==> src/rtl/usb_rx_pkg.sv <==
// Shared types and constants for the USB receive byte assembler.
// Holds the FSM state encoding plus the bit-stuffing and CRC16 parameters.
package usb_rx_pkg;

   typedef enum logic [1:0] {IDLE, SHIFT, STUFF, EOP_WAIT} rx_state_t;

   localparam int          STUFF_RUN_DEF  = 6;
   localparam logic [15:0] CRC16_POLY     = 16'h8005;
   localparam logic [15:0] CRC16_SEED     = 16'hFFFF;
   localparam logic [15:0] CRC16_RESIDUAL = 16'h800D;

endpackage

==> src/rtl/usb_rx_crc16.sv <==
// Serial USB CRC16 (x^16+x^15+x^2+1), one bit per enabled cycle, MSB-side feedback.
// Only compiled when USB_RX_CRC16_EN is defined; the assembler builds without it otherwise.
`ifdef USB_RX_CRC16_EN
module usb_crc16
   import usb_rx_pkg::*;
(
   input  logic        clk,
   input  logic        rst,
   input  logic        init,
   input  logic        en,
   input  logic        din,
   output logic [15:0] crc
);

   logic [15:0] crc_q;
   logic [15:0] crc_d;
   logic        fb;

   always_comb begin
      fb    = din ^ crc_q[15];
      crc_d = crc_q;
      if (init) begin
         crc_d = CRC16_SEED;
      end else if (en) begin
         crc_d = {crc_q[14:0], 1'b0} ^ (fb ? CRC16_POLY : 16'h0000);
      end
   end

   always_ff @(posedge clk) begin
      if (rst) begin
         crc_q <= CRC16_SEED;
      end else begin
         crc_q <= crc_d;
      end
   end

   assign crc = crc_q;

endmodule
`endif

==> src/rtl/usb_rx_byte_assembler.sv <==
// De-stuffs decoded USB bits, assembles LSB-first words and flags stuff/EOP errors.
// Optional CRC16 residual check at EOP when USB_RX_CRC16_EN is defined (crc_ok tied low otherwise).
module usb_rx_byte_assembler
   import usb_rx_pkg::*;
#(
   parameter int DATA_W    = 8,
   parameter int STUFF_RUN = STUFF_RUN_DEF
) (
   input  logic              clk,
   input  logic              rst,
   input  logic              d_orig,
   input  logic              shift_enable,
   input  logic              eop,
   input  logic              rcving,
   output logic [DATA_W-1:0] rx_data,
   output logic              byte_valid,
   output logic              stuff_err,
   output logic              eop_err,
   output logic              crc_ok
);

   localparam int BC_W = (DATA_W > 1) ? $clog2(DATA_W) : 1;
   localparam int OC_W = $clog2(STUFF_RUN + 1);

   rx_state_t         state_q;
   logic [BC_W-1:0]   bit_cnt_q;
   logic [OC_W-1:0]   ones_cnt_q;
   logic [DATA_W-1:0] shreg_q;
   logic [DATA_W-1:0] rx_data_q;
   logic              byte_valid_q;
   logic              stuff_err_q;
   logic              eop_err_q;
   logic              crc_ok_q;

   logic [DATA_W-1:0] shreg_d;
   logic [OC_W-1:0]   ones_cnt_d;
   logic              byte_done;
   logic              crc_match;

   assign shreg_d    = {d_orig, shreg_q[DATA_W-1:1]};
   assign ones_cnt_d = d_orig ? ones_cnt_q + OC_W'(1) : '0;
   assign byte_done  = (bit_cnt_q == BC_W'(DATA_W - 1));

`ifdef USB_RX_CRC16_EN
   logic [15:0] crc;

   // CRC sees only real data bits: not the EOP strobe and never a stuffed bit.
   usb_crc16 u_crc16 (
      .clk  (clk),
      .rst  (rst),
      .init (state_q == IDLE && rcving),
      .en   (state_q == SHIFT && rcving && shift_enable && !eop),
      .din  (d_orig),
      .crc  (crc)
   );

   assign crc_match = (crc == CRC16_RESIDUAL);
`else
   assign crc_match = 1'b0;
`endif

   always_ff @(posedge clk) begin
      if (rst) begin
         state_q      <= IDLE;
         bit_cnt_q    <= '0;
         ones_cnt_q   <= '0;
         shreg_q      <= '0;
         rx_data_q    <= '0;
         byte_valid_q <= 1'b0;
         stuff_err_q  <= 1'b0;
         eop_err_q    <= 1'b0;
         crc_ok_q     <= 1'b0;
      end else begin
         byte_valid_q <= 1'b0;
         if (!rcving) begin
            state_q <= IDLE;
         end else begin
            case (state_q)
               IDLE: begin
                  state_q     <= SHIFT;
                  bit_cnt_q   <= '0;
                  ones_cnt_q  <= '0;
                  stuff_err_q <= 1'b0;
                  eop_err_q   <= 1'b0;
                  crc_ok_q    <= 1'b0;
               end
               SHIFT, STUFF: begin
                  if (shift_enable && eop) begin
                     state_q  <= EOP_WAIT;
                     crc_ok_q <= crc_match;
                     if (bit_cnt_q != '0) eop_err_q <= 1'b1;
                  end else if (shift_enable && state_q == STUFF) begin
                     ones_cnt_q <= '0;
                     state_q    <= SHIFT;
                     if (d_orig) stuff_err_q <= 1'b1;
                  end else if (shift_enable) begin
                     shreg_q    <= shreg_d;
                     ones_cnt_q <= ones_cnt_d;
                     bit_cnt_q  <= byte_done ? '0 : bit_cnt_q + BC_W'(1);
                     if (byte_done) begin
                        rx_data_q    <= shreg_d;
                        byte_valid_q <= 1'b1;
                     end
                     // A byte may complete on the same bit that finishes a run of ones.
                     if (ones_cnt_d == OC_W'(STUFF_RUN)) state_q <= STUFF;
                  end
               end
               EOP_WAIT: state_q <= EOP_WAIT;
               default:  state_q <= IDLE;
            endcase
         end
      end
   end

   assign rx_data    = rx_data_q;
   assign byte_valid = byte_valid_q;
   assign stuff_err  = stuff_err_q;
   assign eop_err    = eop_err_q;
   assign crc_ok     = crc_ok_q;

endmodule

==> config.mk <==
export PLATFORM = sky130hd
export DESIGN_NAME = usb_rx_byte_assembler
export DESIGN_NICKNAME = d
export VERILOG_FILES = /design/src/rtl/usb_rx_pkg.sv /design/src/rtl/usb_rx_crc16.sv /design/src/rtl/usb_rx_byte_assembler.sv
export SDC_FILE = /design/constraint.sdc
export NUM_CORES = 1
export LEC_CHECK = 0
export BUFFER_PORTS_ARGS = -buffer_cell sky130_fd_sc_hd__buf_2
export CAP_MARGIN = 15
export CORE_MARGIN = 3
export CORE_UTILIZATION = 60
export CTS_CLUSTER_DIAMETER = 150
export DETAILED_ROUTE_END_ITERATION = 8
export PLACE_DENSITY = 0.83
export SLEW_MARGIN = 10
export SYNTH_ARGS = -nofsm -noshare
export SYNTH_HDL_FRONTEND = slang
export SYNTH_SLANG_ARGS = --single-unit
==> constraint.sdc <==
create_clock -name clk -period 2.59 [get_ports clk]
set_input_delay 0.259 -clock clk [delete_from_list [all_inputs] [get_ports clk]]
set_output_delay 0.259 -clock clk [all_outputs]
set_load 0.005 [all_outputs]
==> metrics.txt, run 1 <==
Final Cycle Share=81.8%; most numerous cell in the Yosys netlist=dfxtp_1; Yosys warning count=0; clock-pin slew on the worst setup and hold paths=0.13 ns; area grow syn2layout=7.34%; setup TNS=0 ns; Synth area leader=dfxtp_1; Setup CP Type=reg2reg; CTS buffer count=3; share of cells above drive strength 1=13.4%; sequential area share after synthesis=39.2%; setup bufs post-CTS=0; synth top area cells=dfxtp_1 (39%), nand2b_1 (8.0%), mux2i_1 (6.8%); async set-reset flop share out of synthesis=0%; clock root buffer=clkbuf_4; H-tree depth=1; Overflow after GRT=0; GRT Resource Usage Total=20.6%; HP Class=in2reg; # IOs=18; # rows=16; Final min period=2.12 ns; Fmax achieved=472 MHz; sequential fraction of design power=64.5%; antenna cells=0; Synth cell types=41; Detail Placement HPWL=1870 um; Initial DRC Count=31; Top FF cell, synth=dfxtp_1; TritonCTS clock tree=yes; nets@finish=172; Die X=53.1 um; Worst Path Required=2.84 ns; maximum VDD drop=0.000427 V; Total Routed Length=2560 um; final slew viol count=0; placeable core area=2020 um2; Worst Skew=0.00642 ns; gpl congestion=0.856; max-cap viol count=0; Mapped Nets=160; Clk pwr share=26.3%; P_int=0.477 mW; Comb pwr share=9.2%; Area after DPL=1400 um2; synthesized cell area=1330 um2; initial antenna violation count=0; outcome=completed; PnR worst setup slack=0.473 ns; global-route wire length before repair=4290 um; latest clock arrival within the worst-skew pair=0.32 ns; synthesized netlist cell count=147; Yosys reg bits=26; CTS Hold Buffers Added=0; vias post-DR=1,092; final setup vio count=0; Hold Fails Final Rpt=0; number of flops mapped to enable cells by yosys=0; vias in the first global route=959; Resize count post-CTS=0; Die Area=2820 um2; PwrDens=438 nW/um2; via/cell ratio=5.93; pin count of the biggest net entering global routing=36; Finished Cell Area=1430 um2; switching power=0.149 mW; Post-synth top cells=dfxtp_1 (26), nand2b_1 (17), a21oi_1 (11), nand3_1 (11), mux2i_1 (9); Synth top area share=39.2%; switching share of power=23.8%; Die Height=53.1 um; crit path DAT=2.36 ns; fill count=168; Max FO, Critical Path=11; DR WL/cell=13.9 um; syn_area_per_cell=9.04 um2; worst slack at placement=0.481 ns; unrepaired setup endpoints after global routing=no; Initial Utilization=65.7%; I/O Buffers=16; Longest Clk Path Bufs=2; DRC=0; Leakage Power=0.538 nW; First-pass DRT Iterations=4; kind of start point of the critical path=register; endpoint class of the critical path=register; antenna-violating nets left=0; Sinks on Clock Net=26
-- power groups by stage --
| stage | registers [mW] | logic, mW | clock network, mW |
|---|---|---|---|
| floorplan | 0.412 | 0.0416 | 0 |
| global placement | 0.412 | 0.0546 | 0 |
| detailed placement | 0.412 | 0.0564 | 0 |
| CTS | 0.404 | 0.0565 | 0.168 |
| global route | 0.404 | 0.0632 | 0.187 |
| finish | 0.403 | 0.0575 | 0.164 |
-- metrics by stage --
| stage | hold WS [ns] | instances | utilization, % | power (mW) |
|---|---|---|---|---|
| after floorplan | 0.414 | 147 | - | 0.454 |
| after global placement | 0.455 | 181 | 69.4 | 0.467 |
| after detailed placement | 0.459 | 181 | 69.4 | 0.469 |
| after CTS | 0.226 | 184 | 70.5 | 0.628 |
| after global routing | 0.242 | 184 | 70.5 | 0.654 |
| final | 0.236 | 184 | 70.5 | 0.625 |
-- cells by family after synthesis --
group | share of synthesized area, %
other | 0.282
and+or+nand+nor | 26.9
muxes | 6.78
xor gates and xnor gates | 0.659
AOI/OAI and AO/OA | 14.7
buffers and inverters | 4.90
adders and majority gates | 6.59
DFF | 39.2
-- worst paths after layout --
| path | slack (ns) | start | cells past startpoint | endpoint |
|---|---|---|---|---|
| max reg2reg | 0.47 | state_q[1] | 5 | rx_data[0] |
| min reg2reg | 0.48 | rx_data[5] | 2 | rx_data[5] |
| min | 0.24 | rcving | 2 | eop_err |
| max | 0.47 | state_q[1] | 5 | rx_data[0] |
-- worst max-delay path, stage by stage, from the launching register on --
cell and delay [ns]:
dfxtp_1 0.41, inv_1 0.06, ha_1 0.42, and2_1 0.39, and3_1 0.52, mux2i_1 0.24
-- flip-flops by register name, summed over array words and instances, names as in the netlist --
name	count
eop_err	1
state_q	2
ones_cnt_q	3
rx_data	8
byte_valid	1
bit_cnt_q	3
shreg_q	7
stuff_err	1
-- final cells by class --
type / count / area [um2] / share of cell area, %
tap: 27 / 33.8 / 2.37
inverter: 5 / 18.8 / 1.32
clock buffer: 3 / 22.5 / 1.58
timing repair buffer: 17 / 87.6 / 6.14
multi-input combinational: 106 / 743 / 52.1
sequential: 26 / 520 / 36.5
-- cell usage in the layout (no fill, tap or decap), drive strengths merged, types with 2 or more instances in the layout --
cell / count
a211oi: 2
a21oi: 11
a31oi: 2
buf: 17
clkbuf: 3
dfxtp: 26
ha: 7
inv: 5
mux2i: 9
nand2: 4
nand2b: 17
nand3: 11
nand4: 3
nand4b: 2
nor2: 3
nor2b: 4
o211ai: 2
o21ai: 7
or4b: 2
-- per-layer routing --
metal	up-vias	part of all wire [%]	wire, um	track usage (%)
met3	2	3.4	87	5.07
met2	19	47	1210	33.1
li1	548	-	-	-
met4	0	0.39	10	3.83
met1	523	49	1250	28.0
met5	-	0	0	0
Power figures use the tool's default switching activity.
==> inputs of run 2 (changes only) <==
CORE_UTILIZATION = 56   (was 60)
PLACE_DENSITY = 0.78   (was 0.83)
clock period = 2 ns   (was 2.59 ns; I/O delays follow)
==> metrics.txt, run 2 (same netlist as run 1, synthesis figures left out) <==
outcome=completed; R2R Setup Slk=0.15 ns; clock-pin slew on the worst setup and hold paths=0.14 ns; maximum VDD drop=0.000578 V; setup TNS=0 ns; max FFs per register=8; GRT Resource Usage Total=19.4%; Setup CP Type=reg2reg; fill count=200; sequential cell area=520 um2; crit path DAT=2.11 ns; Slowest-stage cell, CP=or4b_1; clock root buffer=clkbuf_4; Worst Path Required=2.26 ns; Critical Path Start=state_q[1]; Critical R2R Launch=state_q[1]; latest clock arrival within the worst-skew pair=0.32 ns; Final Cycle Share=92.3%; placeable core area=2230 um2; share of cells above drive strength 1=16.1%; TritonCTS clock tree=yes; setup bufs post-CTS=0; slowest stage delay, CP=0.51 ns; nets@finish=175; I/O Buffers=16; Total Routed Length=2630 um; Overflow after GRT=0; Longest Clk Path Bufs=2; fin cells=189; # rows=17; area grow syn2layout=11.5%; Leakage Power=0.566 nW; DRC=0; DR WL/cell=13.9 um; HP Class=in2reg; Die Area=2990 um2; WL met3=103 um; FF-to-FF End=ones_cnt_q[1]; # IOs=18; Initial DRC Count=37; CTS buffer count=3; worst hold margin=0.171 ns; Resize count post-CTS=0; worst setup path endpoint=ones_cnt_q[1]; worst slack at placement=0.161 ns; Final min period=1.85 ns; antenna cells=0; vias in the first global route=964; R2R cell count=5; unrepaired setup endpoints after global routing=no; most common cell after layout, fill and taps aside=dfxtp_1; PwrDens=649 nW/um2; endpoint class of the critical path=register; most frequent cells in the layout=dfxtp_1 (26), nand2b_1 (17), buf_2 (16); First-pass DRT Iterations=4; area of the multi-input gates=744 um2; Max FO, Critical Path=10; Hold Fails Final Rpt=0; initial antenna violation count=0; kind of start point of the critical path=register; final setup vio count=0; pin count of the biggest net entering global routing=35; PnR worst setup slack=0.155 ns; Routed met2 length=1260 um; global-route wire length before repair=4220 um; critical path buffer and inverter count=1; via/cell ratio=5.79; Max Used Layer=met4; crit-path leading delay family=simple AND/OR/NAND/NOR gates; Sinks on Clock Net=26; Die Height=54.7 um; placed insts=185; vias post-DR=1,095; Worst Skew=0.00461 ns; CTS Hold Buffers Added=0; DRT met1 WL=1220 um; gpl congestion=0.881; Fmax achieved=542 MHz; H-tree depth=1; final slew viol count=0; max-cap viol count=0; Detail Placement HPWL=1910 um; antenna-violating nets left=0; Worst path depth=5; Die X=54.7 um; crit path cell chain=inv_1 > ha_1 > nand4b_1 > or4b_1 > a21oi_1; Initial Utilization=59.5%
-- run 2: cell types whose count changed in the layout (fill, tap and decap cells not counted), sizes merged --
cell and change:
buf +3, bufinv +1
-- run 2: per-stage QoR --
stage	instance area, um2	util, %	power [mW]
finish	1480	66.3	0.961
global route	1480	66.3	0.997
CTS	1480	66.3	0.966
detailed placement	1430	63.9	0.612
global placement	1430	63.9	0.610
floorplan	1330	-	0.587
-- run 2: layer usage --
metal	global-route usage [%]	vias to the layer above
met3	2.72	4
met1	24.1	509
met5	0	-
met2	32.9	30
met4	8.71	0
li1	-	552
-- run 2: layout make-up --
cell class              instances  area share (%)
well taps                      28            2.36
repair buffers                 20            7.43
multi-input cells             106            50.3
inverters                       5            1.27
clock buffers                   3            1.52
flip-flops and latches         26            35.1
clock inverters                 1            2.03
-- run 2: how the worst min path moves through the flow --
stage | cells past startpoint | startpoint | to | slack (ns)
after global placement | 2 | rx_data[2] | rx_data[2] | 0.46
after global routing | 2 | rcving | eop_err | 0.17
after detailed placement | 2 | rx_data[1] | rx_data[1] | 0.46
after CTS | 2 | rcving | eop_err | 0.16
final | 2 | rcving | eop_err | 0.17
after floorplan | 2 | d_orig | rx_data[7] | 0.35
-- run 2: power by group --
part	switching, mW	internal [mW]
sequential	0.00200	0.521
clock	0.156	0.203
combinational	0.0499	0.0299
total	0.208	0.753
